### config.mk
export PLATFORM = sky130hd
export DESIGN_NAME = fix_mul_arbiter
export DESIGN_NICKNAME = d
export VERILOG_FILES = /design/src/rtl/fix_pkg.sv /design/src/rtl/fix_mul_arbiter_rr.sv /design/src/rtl/fix_mul_arbiter.sv
export SDC_FILE = /design/constraint.sdc
export NUM_CORES = 1
export LEC_CHECK = 0
export BUFFER_PORTS_ARGS = -buffer_cell sky130_fd_sc_hd__buf_2
export CAP_MARGIN = 10
export CELL_PAD_IN_SITES_DETAIL_PLACEMENT = 0
export CELL_PAD_IN_SITES_GLOBAL_PLACEMENT = 1
export CORE_MARGIN = 10
export CORE_UTILIZATION = 39
export DETAILED_ROUTE_END_ITERATION = 10
export HOLD_SLACK_MARGIN = 0.02
export PLACE_DENSITY = 0.86
export SLEW_MARGIN = 20
export SYNTH_ARGS = -nofsm -noshare
export SYNTH_HDL_FRONTEND = slang
export SYNTH_SLANG_ARGS = --single-unit
### constraint.sdc
create_clock -name clk -period 5.65 [get_ports clk]
set_input_delay 0.2825 -clock clk [delete_from_list [all_inputs] [get_ports clk]]
set_output_delay 0.2825 -clock clk [all_outputs]
set_load 0.01 [all_outputs]
### src/rtl/fix_pkg.sv
`default_nettype none
// +----------------------------------------------------------------------+
// | fix_pkg : Q7.8 format constants and multiplier tag type               |
// | rev 1.0                                                              |
// +----------------------------------------------------------------------+
package fix_pkg;

  localparam int DATA    = 16;
  localparam int INTE    = 7;
  localparam int POIN    = 8;
  localparam int MUL_LAT = 3;
  // Tag id is sized for the largest supported requester count (8).
  localparam int ID_W    = 3;

  typedef struct packed {
    logic            valid;
    logic [ID_W-1:0] id;
  } tag_t;

endpackage
`default_nettype wire

### src/rtl/fix_mul_arbiter_rr.sv
`default_nettype none
// +----------------------------------------------------------------------+
// | rr_arbiter : round-robin one-hot grant with a next-start pointer      |
// | rev 1.0                                                              |
// +----------------------------------------------------------------------+
module rr_arbiter #(
  parameter int  NREQ = 4,
  localparam int PW   = (NREQ > 1) ? $clog2(NREQ) : 1
) (
  input  logic            clk,
  input  logic            rst_n,
  input  logic [NREQ-1:0] eligible,
  output logic [NREQ-1:0] grant,
  output logic [PW-1:0]   grant_idx
);

  logic [PW-1:0] ptr;
  logic [PW-1:0] ptr_next;
  logic          found;
  int            idx;

  // Search starts at ptr and wraps; the first eligible requester wins.
  always_comb begin
    grant     = '0;
    grant_idx = '0;
    found     = 1'b0;
    idx       = 0;
    for (int k = 0; k < NREQ; k++) begin
      idx = int'(ptr) + k;
      if (idx >= NREQ) idx = idx - NREQ;
      if (!found && eligible[idx]) begin
        found      = 1'b1;
        grant[idx] = 1'b1;
        grant_idx  = PW'(idx);
      end
    end
  end

  always_comb begin
    ptr_next = ptr;
    if (found) begin
      if (grant_idx == PW'(NREQ - 1)) ptr_next = '0;
      else                            ptr_next = grant_idx + 1'b1;
    end
  end

  always_ff @(posedge clk or negedge rst_n) begin
    if (!rst_n) ptr <= '0;
    else        ptr <= ptr_next;
  end

endmodule
`default_nettype wire

### src/rtl/fix_mul_arbiter.sv
`default_nettype none
// +----------------------------------------------------------------------+
// | fix_mul_arbiter : shares one pipelined Q7.8 multiplier across NREQ    |
// | requesters with round-robin issue and per-requester result holding   |
// | rev 1.0                                                              |
// +----------------------------------------------------------------------+
module fix_mul_arbiter
  import fix_pkg::*;
#(
  parameter int NREQ    = 4,
  parameter int DATA    = fix_pkg::DATA,
  parameter int MUL_LAT = fix_pkg::MUL_LAT
) (
  input  logic                 clk,
  input  logic                 rst_n,
  input  logic [NREQ-1:0]      req_valid,
  output logic [NREQ-1:0]      req_ready,
  input  logic [NREQ*DATA-1:0] req_a,
  input  logic [NREQ*DATA-1:0] req_b,
  output logic [NREQ-1:0]      res_valid,
  input  logic [NREQ-1:0]      res_ready,
  output logic [NREQ*DATA-1:0] res_data,
  output logic [DATA-1:0]      mul_a,
  output logic [DATA-1:0]      mul_b,
  input  logic [DATA-1:0]      mul_p,
  output logic [NREQ-1:0]      busy
);

  localparam int PW = (NREQ > 1) ? $clog2(NREQ) : 1;

  logic [NREQ-1:0] eligible;
  logic [NREQ-1:0] grant;
  logic [PW-1:0]   grant_idx;
  logic            accept;
  logic [NREQ-1:0] busy_q;
  logic [NREQ-1:0] res_valid_q;
  logic [NREQ-1:0] consume;
  logic [NREQ-1:0] capture;
  logic [DATA-1:0] held [NREQ];
  tag_t            issue_tag;
  tag_t            tag_pipe [MUL_LAT];
  tag_t            exit_tag;

  assign eligible = req_valid & ~busy_q;

  rr_arbiter #(.NREQ(NREQ)) u_arb (
    .clk       (clk),
    .rst_n     (rst_n),
    .eligible  (eligible),
    .grant     (grant),
    .grant_idx (grant_idx)
  );

  // No grant is visible while reset is held.
  assign req_ready = grant & {NREQ{rst_n}};
  assign accept    = |grant;
  assign consume   = res_valid_q & res_ready;
  assign busy      = busy_q;
  assign res_valid = res_valid_q;

  // issue_tag travels alongside mul_a/mul_b; tag_pipe mirrors the multiplier stages.
  always_ff @(posedge clk or negedge rst_n) begin
    if (!rst_n) begin
      mul_a     <= '0;
      mul_b     <= '0;
      issue_tag <= '0;
    end else if (accept) begin
      mul_a     <= req_a[grant_idx*DATA +: DATA];
      mul_b     <= req_b[grant_idx*DATA +: DATA];
      issue_tag <= '{valid: 1'b1, id: ID_W'(grant_idx)};
    end else begin
      mul_a     <= '0;
      mul_b     <= '0;
      issue_tag <= '0;
    end
  end

  always_ff @(posedge clk or negedge rst_n) begin
    if (!rst_n) begin
      for (int k = 0; k < MUL_LAT; k++) tag_pipe[k] <= '0;
    end else begin
      tag_pipe[0] <= issue_tag;
      for (int k = 1; k < MUL_LAT; k++) tag_pipe[k] <= tag_pipe[k-1];
    end
  end

  assign exit_tag = tag_pipe[MUL_LAT-1];

  always_comb begin
    capture = '0;
    for (int i = 0; i < NREQ; i++) begin
      capture[i] = exit_tag.valid && (exit_tag.id == ID_W'(i));
    end
  end

  // Capture and consume never hit the same slot: one credit per requester.
  always_ff @(posedge clk or negedge rst_n) begin
    if (!rst_n) begin
      res_valid_q <= '0;
      busy_q      <= '0;
      for (int i = 0; i < NREQ; i++) held[i] <= '0;
    end else begin
      for (int i = 0; i < NREQ; i++) begin
        if (capture[i]) begin
          held[i]        <= mul_p;
          res_valid_q[i] <= 1'b1;
        end else if (consume[i]) begin
          res_valid_q[i] <= 1'b0;
        end
        if (grant[i])        busy_q[i] <= 1'b1;
        else if (consume[i]) busy_q[i] <= 1'b0;
      end
    end
  end

  for (genvar i = 0; i < NREQ; i++) begin : g_res
    assign res_data[i*DATA +: DATA] = held[i];
  end

endmodule
`default_nettype wire

==> qor.csv <==
stage,metric,value,unit
worst_setup_path,Worst R2R Start,u_arb.ptr[0],
final_layout,diode count,0,
die,area of the core,14500,um^2
cts,Num CTS Buffers,17,
logic_synthesis,sequential area share after synthesis,51.0,%
detailed_routing,post-route ant nets,0,
worst_hold_path,Hold Path Class,in -> reg,
worst_setup_path,Crit Path Class,reg -> reg,
cts,hold buffer count at cts,1,
power_and_ir_drop,"IR drop worst, VDD",0.290,mV
logic_synthesis,Synth cell types,39,
die,initial core utilization,39.8,%
logic_synthesis,post-synthesis compound-gate area fraction,14.1,%
logic_synthesis,"Cell Area, Synth",5790,um^2
worst_setup_path,startpoint types,flip-flop,
logic_synthesis,Syn. warnings,0,
worst_setup_path,critical path required time,5.88,ns
cts,Max H-tree Level,4,
sta,Final min period,3.84,ns
sta,ratio of final minimum period to clock period,67.9,%
cts,Setup Buffers After CTS,0,
detailed_routing,number of vias per cell,5.08,
worst_setup_path,Reg2Reg Depth,7,
cts,Clock Latency Late Sink,0.41,ns
detailed_routing,DR vias,4514,
logic_synthesis,Synth Area in XOR/XNOR,0.303,%
sta,"Slew Viols, Final",0,
detailed_routing,drt first pass iters,4,
logic_synthesis,simple-gate share of the synthesized area,8.04,%
placed_design,routability congestion estimate,0.820,
die,Die Width,142,um
logic_synthesis,synthesized flop and latch total,118,
detailed_routing,detailed-route wire length,17.0,mm
grt,first-pass GRT wire length,26.6,mm
final_layout,Syn-to-layout area delta,33.5,%
power_and_ir_drop,pwr dens,619,nW/um^2
placed_design,HPWL Detailed,13.3,mm
cts,CTS Buffer Depth,2,
sta,relative slew slack,32.4,%
worst_setup_path,Setup crit end kind,flip-flop,
placed_design,PortBufs,261,
sta,final worst setup slack,1.81,ns
logic_synthesis,Cells after Synth,434,
worst_setup_path,worst-path fanout max,35,
grt,antenna violations before repair,0,
logic_synthesis,main combinational cell family by area after synthesis,multiplexers,
sta,f_max,0.261,GHz
die,I/O Pins,262,
logic_synthesis,fraction of the mapped netlist area in adder cells,1.51,%
sta,Final Setup Violations,0,
worst_setup_path,r2r setup slk,1.81,ns
worst_setup_path,CP endpoint,mul_b[11],
grt,largest net degree at the start of global routing,71,
final_layout,fin nets,853,
die,Die ar.,20100,um^2
sta,RSZ-0062 raised after global routing,false,
logic_synthesis,syn nets,595,
worst_setup_path,crit path DAT,4.07,ns
flow_run,MaxCap Viol Count,0,
detailed_routing,DR iter-0 viols,152,
logic_synthesis,Synth Area per Inst,13.3,um^2
cts,clock transition at the registers of the reported paths,0.05,ns
sta,worst slew pin tran,1.01,ns
logic_synthesis,Synth top area share,51.0,%
logic_synthesis,Synth area leader,dfrtp_1,
cts,CTS root buffer,clkbuf_16,
sta,final hold slack,0.0936,ns
grt,remaining global-route overflow,0,
sta,Sum Neg Setup Slack,0,ns
cts,Sinks on Clock Net,118,
grt,vias in the first global route,5014,
die,number of placement rows,44,
logic_synthesis,mux contribution to synthesized area,20.2,%
final_layout,layout cells sized above 1,57.0,%
logic_synthesis,dominant cells by area after synthesis,"dfrtp_1, mux2_2, mux2i_1",
sta,Hold Fails Final Rpt,0,
worst_setup_path,reg2reg end,mul_b[11],
die,die height,142,um
worst_setup_path,Worst Setup SP,u_arb.ptr[0],
grt,global-route usage over all layers,16.4,%
placed_design,Post-DP Area,7140,um^2
cts,CTS tree,built,
placed_design,pre-CTS WS,1.86,ns
sta,worst clock skew,0.00668,ns
final_layout,final instance area,7730,um^2
detailed_routing,DRC,0,
power_and_ir_drop,P_leak,3.82,nW
outcome,outcome,completed,
power_and_ir_drop,overall power,4.78,mW
detailed_routing,Avg WL per Cell,19.1,um
cts,post-CTS sizing,0,
-- registers in the layout, indices dropped and copies added, names as in the netlist --
signal,count
res_data,64
mul_a,16
mul_b,16
tag_pipe,6
busy,4
res_valid,4
exit_tag,3
issue_tag,3
u_arb.ptr,2
-- cell type report --
type / instances / area [um^2]
Fill cell: 1281 / 6810
Sequential cell: 118 / 2950
Multi-Input combinational cell: 281 / 2570
Timing Repair Buffer: 267 / 1370
Clock buffer: 19 / 443
Tap cell: 184 / 230
Clock inverter: 12 / 130
Inverter: 7 / 26.3
-- through the flow --
step | cells | utilization (%)
after floorplan | 434 | -
after global placement | 856 | 49.1
after detailed placement | 856 | 49.1
after CTS | 888 | 53.2
after global routing | 888 | 53.2
final | 888 | 53.2
-- cell families after synthesis --
logic type / Yosys count
DFF: 118
AOI/OAI and AO/OA: 89
and+or+nand+nor: 79
adders and majority gates: 7
xor gates and xnor gates: 2
muxes: 104
buffers and inverters: 35
-- worst max-delay path, cell delays in order, from the launching register on --
cell and delay (ns):
dfrtp_1 0.76, inv_2 0.21, ha_1 0.47, mux4_2 0.46, a221oi_1 0.41, a2bb2oi_1 0.29
and4_2 0.94, a211oi_1 0.10
-- layout by cell type, fill, tap and decap left out, drive strengths merged, types with 4 or more instances in the layout --
cell | Yosys | routed
buf | 22 | 266
dfrtp | 118 | 118
a211oi | 65 | 65
mux2 | 64 | 64
mux2i | 36 | 36
nor2b | 34 | 34
clkbuf | 6 | 19
nand2 | 14 | 14
nor2 | 10 | 10
inv | 7 | 8
ha | 7 | 7
o21ai | 7 | 7
clkinv | 0 | 7
and2b | 6 | 6
a221oi | 5 | 5
a2bb2oi | 5 | 5
mux4 | 4 | 4
nand2b | 4 | 4
a21oi | 4 | 4
-- cells in the mapped netlist --
master	n
a2bb2oi_1	4
a21oi_1	3
or2b_1	1
mux2i_1	36
nor2b_1	34
and4_1	1
nand3_1	2
a2bb2oi_4	1
inv_2	1
nor3b_1	1
o311a_1	1
mux4_2	4
o211ai_1	1
a211oi_2	27
o21ai_0	6
ha_1	7
clkbuf_1	5
nand2_1	14
clkbuf_2	1
dfrtp_1	118
buf_2	12
a221oi_1	5
nand2b_1	3
nor3_4	1
and2b_1	6
nand2b_4	1
xnor2_1	2
mux2_2	64
a21o_1	1
o21ai_2	1
nor2_1	9
nor2_2	1
a21oi_2	1
inv_1	6
a211oi_1	38
nor3_1	2
nand3b_1	3
buf_12	6
buf_6	4
-- how the worst min path moves through the flow --
stage                 start  depth (start not counted)            to  slack [ns]
6_report       res_ready[3]                          2  res_valid[3]        0.09
5_1_grt        res_ready[1]                          2  res_valid[1]         0.1
4_1_cts        res_ready[3]                          2  res_valid[3]        0.08
3_5_place_dp    tag_pipe[9]                          0   tag_pipe[5]        0.34
3_3_place_gp   issue_tag[0]                          0   tag_pipe[8]        0.33
2_1_floorplan         rst_n                          0       busy[0]       -0.01
-- where the power goes --
part	internal (mW)	switching (mW)	total, mW	leakage, nW
registers	1.26	0.221	1.48	1.39
logic	1.02	1.25	2.26	2.15
clock network	0.657	0.377	1.03	0.279
-- per-layer routing --
| metal | global-route usage [%] | share of wire, % | up-vias |
|---|---|---|---|
| li1 | - | - | 2111 |
| met1 | 19.0 | 40 | 2160 |
| met4 | 5.38 | 1.4 | 0 |
| met3 | 7.64 | 11 | 19 |
| met5 | 0 | 0 | - |
| met2 | 26.4 | 48 | 224 |
Power figures use the tool's default switching activity.
